### src/rtl/fifo_arb_pkg.sv
// fifo_arb_pkg: shared types and round-robin search helper for the FIFO write arbiter.
package fifo_arb_pkg;
  typedef enum logic {IDLE, BURST} state_t;
  localparam int MAX_NREQ = 8;
  typedef struct packed {
    logic       found;
    logic [2:0] idx;
  } pick_t;
  function automatic int idx_w(input int n);
    return (n > 1) ? $clog2(n) : 1;
  endfunction
  // Walk backwards so the first set bit at or after start is the one kept.
  function automatic pick_t rr_pick(input logic [MAX_NREQ-1:0] valid, input int start, input int n);
    pick_t p;
    int j;
    p = '0;
    for (int k = n - 1; k >= 0; k--) begin
      j = (start + k) % n;
      if (valid[j]) begin
        p.found = 1'b1;
        p.idx = 3'(j);
      end
    end
    return p;
  endfunction
endpackage

### src/rtl/rr_priority_pick.sv
// rr_priority_pick: combinational rotate-and-find-first over NREQ valid bits.
module rr_priority_pick
  import fifo_arb_pkg::*;
#(
  parameter int NREQ = 4,
  localparam int IW = idx_w(NREQ)
) (
  input  logic [NREQ-1:0] valid,
  input  logic [IW-1:0]   start,
  output logic            found,
  output logic [IW-1:0]   idx
);
  pick_t p;
  assign p = rr_pick(MAX_NREQ'(valid), int'(start), NREQ);
  assign found = p.found;
  assign idx = IW'(p.idx);
endmodule

### src/rtl/fifo_wr_arbiter.sv
// fifo_wr_arbiter: burst-locked round-robin sharing of the async FIFO write port.
module fifo_wr_arbiter
  import fifo_arb_pkg::*;
#(
  parameter int NREQ = 4,
  parameter int DSIZE = 4,
  parameter int MAX_BURST = 4,
  parameter int CNT_W = 16,
  localparam int IW = idx_w(NREQ)
) (
  input  logic                  wclk,
  input  logic                  rst,
  input  logic [NREQ-1:0]       req_valid,
  input  logic [NREQ*DSIZE-1:0] req_data,
  output logic [NREQ-1:0]       req_ready,
  input  logic                  wfull,
  output logic                  winc,
  output logic [DSIZE-1:0]      wdata,
  output logic [IW-1:0]         grant_id,
  output logic                  burst_active,
  output logic [CNT_W-1:0]      wr_count
);
  state_t state;
  logic [IW-1:0] owner, last, start, pick_idx, winner;
  logic [3:0] beat_cnt, beat_next;
  logic found, owner_hold, has_win, fire;
  function automatic logic [IW-1:0] nxt(input logic [IW-1:0] i);
    return (int'(i) == NREQ - 1) ? '0 : i + 1'b1;
  endfunction
  // A dropped owner hands over starting just past itself, otherwise past the last winner.
  assign owner_hold = (state == BURST) && req_valid[owner];
  assign start = nxt((state == BURST) ? owner : last);
  rr_priority_pick #(.NREQ(NREQ)) u_pick (
    .valid(req_valid),
    .start(start),
    .found(found),
    .idx(pick_idx)
  );
  assign winner = owner_hold ? owner : pick_idx;
  assign has_win = owner_hold || found;
  assign fire = has_win && !wfull && !rst;
  assign winc = fire;
  assign req_ready = fire ? NREQ'(1) << winner : '0;
  assign grant_id = (rst || !has_win) ? '0 : winner;
  assign wdata = (rst || !has_win) ? '0 : req_data[winner*DSIZE +: DSIZE];
  assign burst_active = (state == BURST);
  assign beat_next = beat_cnt + 4'd1;
  always_ff @(posedge wclk or posedge rst) begin
    if (rst) begin
      state <= IDLE;
      owner <= '0;
      last <= IW'(NREQ - 1);
      beat_cnt <= '0;
      wr_count <= '0;
    end else begin
      if (fire) wr_count <= wr_count + 1'b1;
      if (state == IDLE) begin
        if (fire) begin
          owner <= winner;
          beat_cnt <= 4'd1;
          if (MAX_BURST == 1) last <= winner;
          else state <= BURST;
        end
      end else if (owner_hold) begin
        if (fire) begin
          if (beat_next == 4'(MAX_BURST)) begin
            state <= IDLE;
            last <= owner;
            beat_cnt <= '0;
          end else beat_cnt <= beat_next;
        end
      end else if (fire) begin
        owner <= winner;
        beat_cnt <= 4'd1;
        last <= owner;
      end else if (!found) begin
        state <= IDLE;
        last <= owner;
        beat_cnt <= '0;
      end
    end
  end
endmodule

### config.mk
export PLATFORM = sky130hd
export DESIGN_NAME = fifo_wr_arbiter
export DESIGN_NICKNAME = d
export VERILOG_FILES = /design/src/rtl/fifo_arb_pkg.sv /design/src/rtl/rr_priority_pick.sv /design/src/rtl/fifo_wr_arbiter.sv
export SDC_FILE = /design/constraint.sdc
export NUM_CORES = 1
export LEC_CHECK = 0
export CORE_MARGIN = 10
export CORE_UTILIZATION = 46
export DETAILED_ROUTE_END_ITERATION = 16
export PLACE_DENSITY = 0.79
export SETUP_SLACK_MARGIN = 0.3
export SLEW_MARGIN = 0
export SYNTH_ARGS = -nofsm -noshare
export SYNTH_HDL_FRONTEND = slang
export SYNTH_SLANG_ARGS = --single-unit
### constraint.sdc
create_clock -name wclk -period 3.3 [get_ports wclk]
set_input_delay 0.825 -clock wclk [delete_from_list [all_inputs] [get_ports wclk]]
set_output_delay 0.825 -clock wclk [all_outputs]
set_load 0.02 [all_outputs]
## Yosys cells after proc, flatten, opt, wreduce, memory -nomap -nowiden

Cells that the tools add are included.

| cells by class | value |
|---|---|
| add/sub/neg operators | 6 |
| eq/ne operators | 6 |
| reduce and logical (&&, ||, !) cells | 14 |
| magnitude comparators | 5 |
| mux-type cells | 45 |
| bitwise logic cells | 3 |
| shifts and indexed selects | 2 |

Operators with widths:

| kind | number |
|---|---|
| 4-bit 2-to-1 mux | 13 |
| 2-bit 2-to-1 mux | 12 |
| 16-bit by 1-bit adder with 16-bit output (second input constant) | 1 |
| 16-bit by 5-bit variable part select with 4-bit output | 1 |
| 3-bit by 5-bit < comparator with 1-bit output (second input constant) | 3 |
| 1-bit 2-to-1 mux | 15 |
| 1-bit binary-select mux with 3-bit select | 3 |
| 2-bit OR reduction | 3 |
| 2-bit by 1-bit adder with 2-bit output (second input constant) | 2 |
| 2-bit adder (second input constant) | 2 |
| 4-bit by 1-bit adder with 4-bit output (second input constant) | 1 |
| 1-bit binary-select mux with 2-bit select | 2 |
| 4-bit by 3-bit == test with 1-bit output (second input constant) | 1 |
| 2-bit by 4-bit < comparator with 1-bit output (second input constant) | 1 |
| 2-bit by 1-bit inequality test with 1-bit output (second input constant) | 2 |
| 2-bit inequality test (second input constant) | 2 |
| 4-bit AND reduction | 1 |
| 1-bit by 2-bit << shifter with 4-bit output (first input constant) | 1 |
| 1-bit AND (first input constant) | 3 |
| 1-bit logical AND | 3 |
| 1-bit zero test | 3 |
| 2-bit by 3-bit < comparator with 1-bit output (second input constant) | 1 |
| 3-bit AND reduction | 1 |
| 2-bit by 1-bit == test with 1-bit output (second input constant) | 1 |
| 2 further kinds | 3 |

| word-level totals | value |
|---|---|
| word-level logic and storage cells | 86 |
| output and inout port bits | 28 |
| input port bits | 23 |
| flip-flop bits (word level) | 25 |

## Depth between registers and ports, before layout

Gate-level depths: netlist of run 1.

| depth | value |
|---|---|
| depth in word-level cells | 19 |
| mapped depth | 9 |
| mapped depth without buffers | 7 |

## Cells and area by module

A second synthesis of run 1 with hierarchy kept.

| unflattened totals | value |
|---|---|
| cells, all modules | 181 |
| area, all modules | 1750.4 um^2 |

By module, submodules not included:

| module | times used | cells each | seq. area each (um^2) | area an instance (um^2) |
|---|---|---|---|---|
| fifo_wr_arbiter | 1 | 166 | 628.1 | 1669.1 |
| rr_priority_pick | 1 | 15 | 0.0 | 81.3 |

## Worst setup path before layout of run 1

Ideal clock, no wire load.

| path | value |
|---|---|
| path kind | input-to-output |
| from | input port req_valid[0] |
| to | output port req_ready[3] |
| data required time | 2.475 ns |
| slack | 0.136 ns |
| arrival | 2.339 ns |
| buffers on the path | 1 |
| cell stages on the path | 6 |
| cell sequence | mux2_4 a2bb2oi_4 nor2_2 a31oi_4 buf_6 nor3b_1 |

| on the way | value |
|---|---|
| longest elaborated chain between the ends | 11 |
| elaborated cells on any way between the ends | 24 |
| classes of those cells | shift (1); mux (19); reduce/logical (4) |

Ends and longest elaborated chain:

| what | RTL line | RTL |
|---|---|---|
| from (decl) | fifo_wr_arbiter.sv:13 | `input logic [NREQ-1:0] req_valid,` |
| 1-bit binary-select mux with 3-bit select | fifo_arb_pkg.sv:19 | `if (valid[j]) begin` |
| 1-bit 2-to-1 mux (implied by the code) (2 in a row) | fifo_arb_pkg.sv:19 |  |
| 4-bit 2-to-1 mux (4 in a row) | fifo_arb_pkg.sv:19 |  |
| 1-bit logical OR | fifo_wr_arbiter.sv:40 | `assign has_win = owner_hold \|\| found;` |
| 1-bit logical AND (2 in a row) | fifo_wr_arbiter.sv:41 | `assign fire = has_win && !wfull && !rst;` |
| 4-bit 2-to-1 mux (*) | fifo_wr_arbiter.sv:43 | `assign req_ready = fire ? NREQ'(1) << winner : '0;` |
| to (decl) | fifo_wr_arbiter.sv:15 | `output logic [NREQ-1:0] req_ready,` |

Mark *: on every way between the ends. The rest lies on a longest branch, timed or not. The select of a mux whose other input is x is not followed.

## Worst setup path in the final report of run 1

| path | value |
|---|---|
| from | input port req_valid[3] |
| to | output port wdata[2] |

| on the way | value |
|---|---|
| longest elaborated chain between the ends | 11 |
| elaborated cells on any way between the ends | 24 |
| classes of those cells | shift (1); mux (19); reduce/logical (4) |

Ends and longest elaborated chain:

| what | RTL line | RTL |
|---|---|---|
| parallel branches: the longest is 10 deep, another holds 16-bit by 5-bit variable part select with 4-bit output | - |  |
| 4-bit 2-to-1 mux (*) | fifo_wr_arbiter.sv:45 | `assign wdata = (rst \|\| !has_win) ? '0 : req_data[winner*DSIZE +: DSIZE];` |
| to (decl) | fifo_wr_arbiter.sv:18 | `output logic [DSIZE-1:0] wdata,` |

Every way passes the cells marked *. The select of a mux whose other input is x is not followed.

==> out/metrics.yaml, run 1 <==
timing:
  slew-limit-headroom: 0.384
  min_period_over_period: 0.996
  setup_tns_ns: 0
  period_minus_slack_ns: 3.29
  rsz0062_at_grt: "yes"
  skew_ns: 0.0171
  finalMaxSlewViolations: 0
  finalSetupViolCount: 0
  finalHoldViolations: 0
  tightestPinTransition_ns: 0.923
  fmax_ghz: 0.304
  hold_ws_ns: 0.483
drt:
  ant_nets: 0
  vias: 1505
  dr.pass1.iters: 4
  routed_via_density: 5.49
  wl_per_cell_um: 18.8
  dr.first_iter.drc_count: 81
  wl_um: 5160
  drc: 0
logic_synthesis:
  synth.most_common_cell: "dfrtp_1"
  ys.warnings.count: 0
  synth_top_area_frac: 0.355
  synthSimpleGateAreaFrac: 0.231
  synth_xor_xnor_area_share: 0.0866
  synth-seq-cells: 25
  synthMuxAreaShare: 0.0951
  synth_area_leaders: "dfrtp_1, xnor2_1, nand2_1"
  synth_compound_area_frac: 0.128
  netlist_top_cells_count: "dfrtp_1, nand2_1, nor2_1"
  async_reset_ff_frac: 1.00
  synth_top_family_by_area: "simple AND/OR/NAND/NOR gates"
  synth_cell_types: 47
  synth_top_cell_by_area: "dfrtp_1"
  synthAdderAreaFrac: 0.0232
  postSynthAreaPerCell_um2: 10.2
  syn-num-nets: 185
  synth_edf_count: 0
  ys.flop_type: "dfrtp_1"
  yosysSeqAreaShare: 0.388
  netlist_instances: 159
  syn_area_um2: 1620
worst_setup_path:
  r2r-start: "owner[0]$_DFFE_PP0P_"
  crit_type: "input port to output port"
  worstPathRequired_ns: 2.47
  critPathBufInv: 4
  crit_path_start_kind: "input port"
  end_kind: "output port"
  crit_slowest_cell: "mux2i_1"
  arrival_ns: 2.46
  startpoint: "req_valid[3]"
  cp_common_cell: "buf_6"
  crit_fanout: 6
  cpPeakStageDelay_ns: 0.26
  path_delay_family: "buffers and inverters"
  critical_path.cell_chain: "buf_8, buf_6, mux2i_4, a2bb2oi_4, nor2_2, a31oi_4, clkbuf_16, mux2i_1, o22ai_2, buf_6"
clock_network:
  cts_tree: "built"
  hold_buffers: 0
  h-tree-depth: 1
  clk_latency_ns: 0.34
  cts_made_buffers: 3
  clk_path_buf_depth: 2
  cts-root-buf: "clkbuf_4"
  cts.clk_slew.worst_paths_ns: 0.13
  cts_sinks: 25
power:
  power_leakage_uw: 0.00107
  cellPowerDensity_nw_per_um2: 714
  peakVddDrop_mv: 0.438
place:
  portBuffers: 50
  routabilityCongestion: 0.861
  placed_area_um2: 2260
  hpwl_um: 3500
grt:
  grt_util_all_layers: 0.149
  grt_pass1_vias: 1496
  grt_overflow: 0
  grt_pass1_wl_um: 7640
  antenna_found_initial: 0
  grt_max_degree: 26
floorplan:
  die_area_um2: 6290
  die_x_um: 79.3
  rows: 21
  start_util: 0.481
  die-height_um: 79.3
  core_um2: 3360
  io_pins: 51
run:
  max_cap_viol_count: 0
outcome:
  status: "complete, no violations"
final_layout:
  nets: 255
  postLayoutCoreUtil: 0.734
  areaGrowthSynthToFinish_pct: 52.4
  final_cell_area_um2: 2470
  drive_gt1_frac: 0.329
  antenna_cells: 0
worst_hold_path:
  min_path_type: "flop to flop"
  min_from: "wr_count[15]$_DFFE_PP0P_"
per-layer routing:
metal / track usage / vias up / part of all wire
met2: 0.280 / 43 / 0.57
met4: 0.0358 / 0 / 0.036
met1: 0.160 / 741 / 0.35
met3: 0.0405 / 22 / 0.042
met5: 0 / - / 0
li1: - / 699 / -
cell families (layout without fill, tap and decap cells):
kind of cell | count (synthesis) | count (layout)
AO/OA/AOI/OAI | 25 | 25
XOR/XNOR | 16 | 16
adder cells (fa/ha/maj) | 3 | 3
buffers and inverters | 9 | 78
flip-flops | 25 | 25
multiplexers | 14 | 14
AND/OR/NAND/NOR | 67 | 67
sequential cells by signal, indices dropped and copies added, names as in the netlist:
name	cells
wr_count	16
owner	2
last	2
beat_cnt	4
burst_active	1
power breakdown:
part	total [uW]	leakage, uW	switching (uW)	internal [uW]
logic	1120	0.000737	524	595
registers	499	0.000320	113	386
clock network	144	0.0000139	97.8	46.5
cell usage in the layout (no fill, tap or decap), types with 4 or more instances in the layout:
cell type	n
mux2i_1	4
o21ai_0	4
dfrtp_1	21
buf_4	14
xnor2_1	11
buf_2	4
xor2_1	5
nand2_1	22
clkdlybuf4s50_1	35
buf_6	12
nor2_1	13
a21oi_1	5
o22ai_2	5
and3_1	4
mux2i_4	4
nand3_1	4
what timing repair did:
action | CTS | global route
endpoints found under the setup margin | 11 | 11
gates resized for setup | 95 | 17
pin swaps | 12 | 5
buffers inserted | 1 | 2
cloned | 1 | 0
cell type report:
type                       count  area [um^2]
clock inverter                 1         7.51
multi-input combinational    125         1030
inverter                       4         20.0
fill                         256          896
clock buffer                   3         22.5
timing repair buffer          70          696
sequential                    25          631
tap                           46         57.6
through the flow:
stage          instances  setup WS [ns]  total power (uW)
2_1_floorplan        159          0.232              1030
3_5_place_dp         266         -0.816              1350
3_3_place_gp         266         -0.692              1320
5_1_grt              274        -0.0781              1850
6_report             274         0.0131              1760
4_1_cts              272          0.135              1630
worst paths after layout:
| path | endpoint | slack (ns) | cells after the start |
|---|---|---|---|
| min in group asynchronous | burst_active$_DFF_PP0_ | 1.22 | 3 |
| worst min register to register | wr_count[15]$_DFFE_PP0P_ | 0.48 | 1 |
| worst min-delay path | wr_count[15]$_DFFE_PP0P_ | 0.48 | 1 |
| max in group asynchronous | owner[0]$_DFFE_PP0P_ | 1.44 | 3 |
| worst max-delay path | wdata[2] | 0.01 | 10 |
| worst max register to register | owner[1]$_DFFE_PP0P_ | 1.45 | 6 |
(Power assumes the default switching activity.)
==> inputs of run 2 (changes only) <==
--- a/config.mk
+++ b/config.mk
@@ -6,9 +6,10 @@
 export NUM_CORES = 1
 export LEC_CHECK = 0
 export CORE_MARGIN = 10
-export CORE_UTILIZATION = 46
+export CORE_UTILIZATION = 62
 export DETAILED_ROUTE_END_ITERATION = 16
-export PLACE_DENSITY = 0.79
+export DONT_BUFFER_PORTS = 1
+export PLACE_DENSITY = 0.78
 export SETUP_SLACK_MARGIN = 0.3
 export SLEW_MARGIN = 0
 export SYNTH_ARGS = -nofsm -noshare
==> out/metrics.yaml, run 2 (synthesis gave the netlist of run 1 again) <==
worst_setup_path:
  end_kind: "output port"  # unchanged
  critical_path.cell_chain: "mux2i_4, a2bb2oi_4, nor2_4, a31oi_4, mux2i_1, o22ai_1, buf_4"  # was buf_8, buf_6, mux2i_4, a2bb2oi_4, nor2_2, a31oi_4, clkbuf_16, mux2i_1, o22ai_2, buf_6
  reg2reg_slack_ns: 1.43  # was 1.45 ns
  rr_endpoint: "burst_active$_DFF_PP0_"  # was owner[1]$_DFFE_PP0P_
  crit_fanout: 7  # was 6
  arrival_ns: 2.25  # was 2.46 ns
  worstPathRequired_ns: 2.47  # about the same
  crit_type: "flop to output port"  # was input port to output port
  cpPeakStageDelay_ns: 0.50  # was 0.26 ns
  startpoint: "owner[0]$_DFFE_PP0P_"  # was req_valid[3]
  crit_path_start_kind: "flop"  # was input port
  crit_slowest_cell: "dfrtp_2"  # was mux2i_1
  r2r_cells: 7  # was 6
  r2r-start: "owner[0]$_DFFE_PP0P_"  # unchanged
run:
  max_cap_viol_count: 0  # unchanged
final_layout:
  final_cell_mix: "dfrtp_1, nand2_1, buf_4"  # was clkdlybuf4s50_1, nand2_1, dfrtp_1
  largest_register_ffs: 16  # unchanged
  multiInputGateArea_um2: 976  # was 1030 um^2
  drive_gt1_frac: 0.260  # was 0.329
  regArea_um2: 629  # was 631 um^2
  final_cell_area_um2: 1800  # was 2470 um^2
  fillers: 183  # was 256
  reg_top3: "wr_count x16, beat_cnt x4"  # unchanged
  regMostFlops: "wr_count"  # unchanged
  layout_commonest_cell: "dfrtp_1"  # was clkdlybuf4s50_1
  nets: 200  # was 255
  antenna_cells: 0  # unchanged
  areaGrowthSynthToFinish_pct: 11.1  # was 52.4%
clock_network:
  clk_latency_ns: 0.31  # was 0.34 ns
  h-tree-depth: 1  # unchanged
  cts_tree: "built"  # unchanged
  cts-root-buf: "clkbuf_4"  # unchanged
  hold_buffers: 0  # unchanged
  cts_made_buffers: 3  # unchanged
  cts.clk_slew.worst_paths_ns: 0.13  # about the same
  cts_sinks: 25  # unchanged
  clk_path_buf_depth: 2  # unchanged
grt:
  grt_pass1_vias: 1339  # was 1496
  grt.met3_usage: 0.0586  # was 0.0405
  grt_util_all_layers: 0.152  # was 0.149
  antenna_found_initial: 0  # unchanged
  grt_pass1_wl_um: 6530  # was 7640 um
  met2_usage: 0.266  # was 0.280
  grt_overflow: 0  # unchanged
  grt_max_degree: 26  # unchanged
  busiest_layer: "met2"  # unchanged
  met1_usage: 0.173  # was 0.160
drt:
  routed_via_density: 5.96  # was 5.49
  wl_um: 3850  # was 5160 um
  drc: 0  # unchanged
  ant_nets: 0  # unchanged
  dr.pass1.iters: 6  # was 4
  vias: 1210  # was 1505
  dr.first_iter.drc_count: 53  # was 81
  wl_per_cell_um: 19.0  # was 18.8 um
floorplan:
  start_util: 0.654  # was 0.481
  rows: 18  # was 21
  die_x_um: 71.1  # was 79.3 um
  die_area_um2: 5060  # was 6290 um^2
  io_pins: 51  # unchanged
  die-height_um: 71.1  # was 79.3 um
  core_um2: 2480  # was 3360 um^2
timing:
  min_period_over_period: 0.931  # was 0.996
  finalMaxSlewViolations: 0  # unchanged
  finalHoldViolations: 0  # unchanged
  skew_ns: 0.00868  # was 0.0171 ns
  slew-limit-headroom: 0.374  # was 0.384
  rsz0062_at_grt: "yes"  # unchanged
  finalSetupViolCount: 0  # unchanged
  fmax_ghz: 0.326  # was 0.304 GHz
  setup_tns_ns: 0  # unchanged
  period_minus_slack_ns: 3.07  # was 3.29 ns
  tightestPinTransition_ns: 0.939  # was 0.923 ns
worst_hold_path:
  worstHoldPathCells: 2  # was 1
  min_from: "beat_cnt[3]$_DFFE_PP0P_"  # was wr_count[15]$_DFFE_PP0P_
  min_path_type: "flop to flop"  # unchanged
  min_to: "beat_cnt[3]$_DFFE_PP0P_"  # was wr_count[15]$_DFFE_PP0P_
place:
  portBuffers: 0  # was 50
  routabilityCongestion: 0.770  # was 0.861
  placed_area_um2: 1670  # was 2260 um^2
  hpwl_um: 2810  # was 3500 um
outcome:
  status: "complete, no violations"  # unchanged
power:
  cellPowerDensity_nw_per_um2: 781  # was 714 nW/um^2
  peakVddDrop_mv: 0.620  # was 0.438 mV
  power_leakage_uw: 0.000800  # was 0.00107 uW
==> run 2: cell count changes in the layout (fill, tap and decap cells not counted), sizes merged <==
cell,before,now
a31oi,1,2
clkinvlp,1,0
clkdlybuf4s15,1,0
clkdlybuf4s50,35,0
buf,33,14
==> run 2: how the worst max path moves through the flow <==
stage,endpoint,slack (ns),cells after the start
after global placement,wdata[3],0.27,6
final,wdata[1],0.23,7
after global routing,wdata[2],0.12,7
after detailed placement,wdata[1],0.20,6
after floorplan,wdata[0],0.23,5
after CTS,wdata[1],0.27,7
==> run 2: timing repair <==
action                                  CTS  global route
endpoints found under the hold margin     0             0
pin swaps                                 4             3
resized for setup                         8             4
endpoints found under the setup margin    9             9
cloned                                    1             0
setup buffers                             3             2
==> run 2: stage by stage <==
step / cells / setup slack, ns / power [uW] / utilization / hold slack (ns)
finish: 203 / 0.228 / 1400 / 0.726 / 0.571
global route: 203 / 0.120 / 1500 / 0.726 / 0.598
CTS: 201 / 0.267 / 1350 / 0.711 / 0.567
detailed placement: 193 / 0.199 / 1150 / 0.674 / 0.537
global placement: 193 / 0.267 / 1110 / 0.674 / 0.516
floorplan: 159 / 0.232 / 1030 / - / 0.492
==> run 2: cell type report <==
| type | count | share of cell area |
|---|---|---|
| inverters | 4 | 0.0111 |
| well taps | 30 | 0.0209 |
| repair buffers | 14 | 0.0605 |
| clock buffers | 4 | 0.0146 |
| multi-input cells | 126 | 0.543 |
| flip-flops and latches | 25 | 0.350 |
==> run 2: where the power goes <==
group	switching (uW)	total (uW)	internal, uW	leakage, uW
Sequential	147	532	385	0.000321
Combinational	391	740	349	0.000464
Clock	86.1	133	47.2	0.0000150
==> run 2: per-layer routing <==
metal,vias up,part of all wire,routed length (um)
met5,-,0,0
met3,4,0.063,242
met2,38,0.50,1940
li1,588,-,-
met4,0,0.0088,34
met1,580,0.42,1630
==> run 2: worst max-delay path, delay by kind of cell, from the launching register on <==
family / cells / cell delay [ns]
AOI/OAI and AO/OA: 3 / 0.61
buffers and inverters: 1 / 0.17
and+or+nand+nor: 1 / 0.07
DFF: 1 / 0.50
muxes: 2 / 0.59
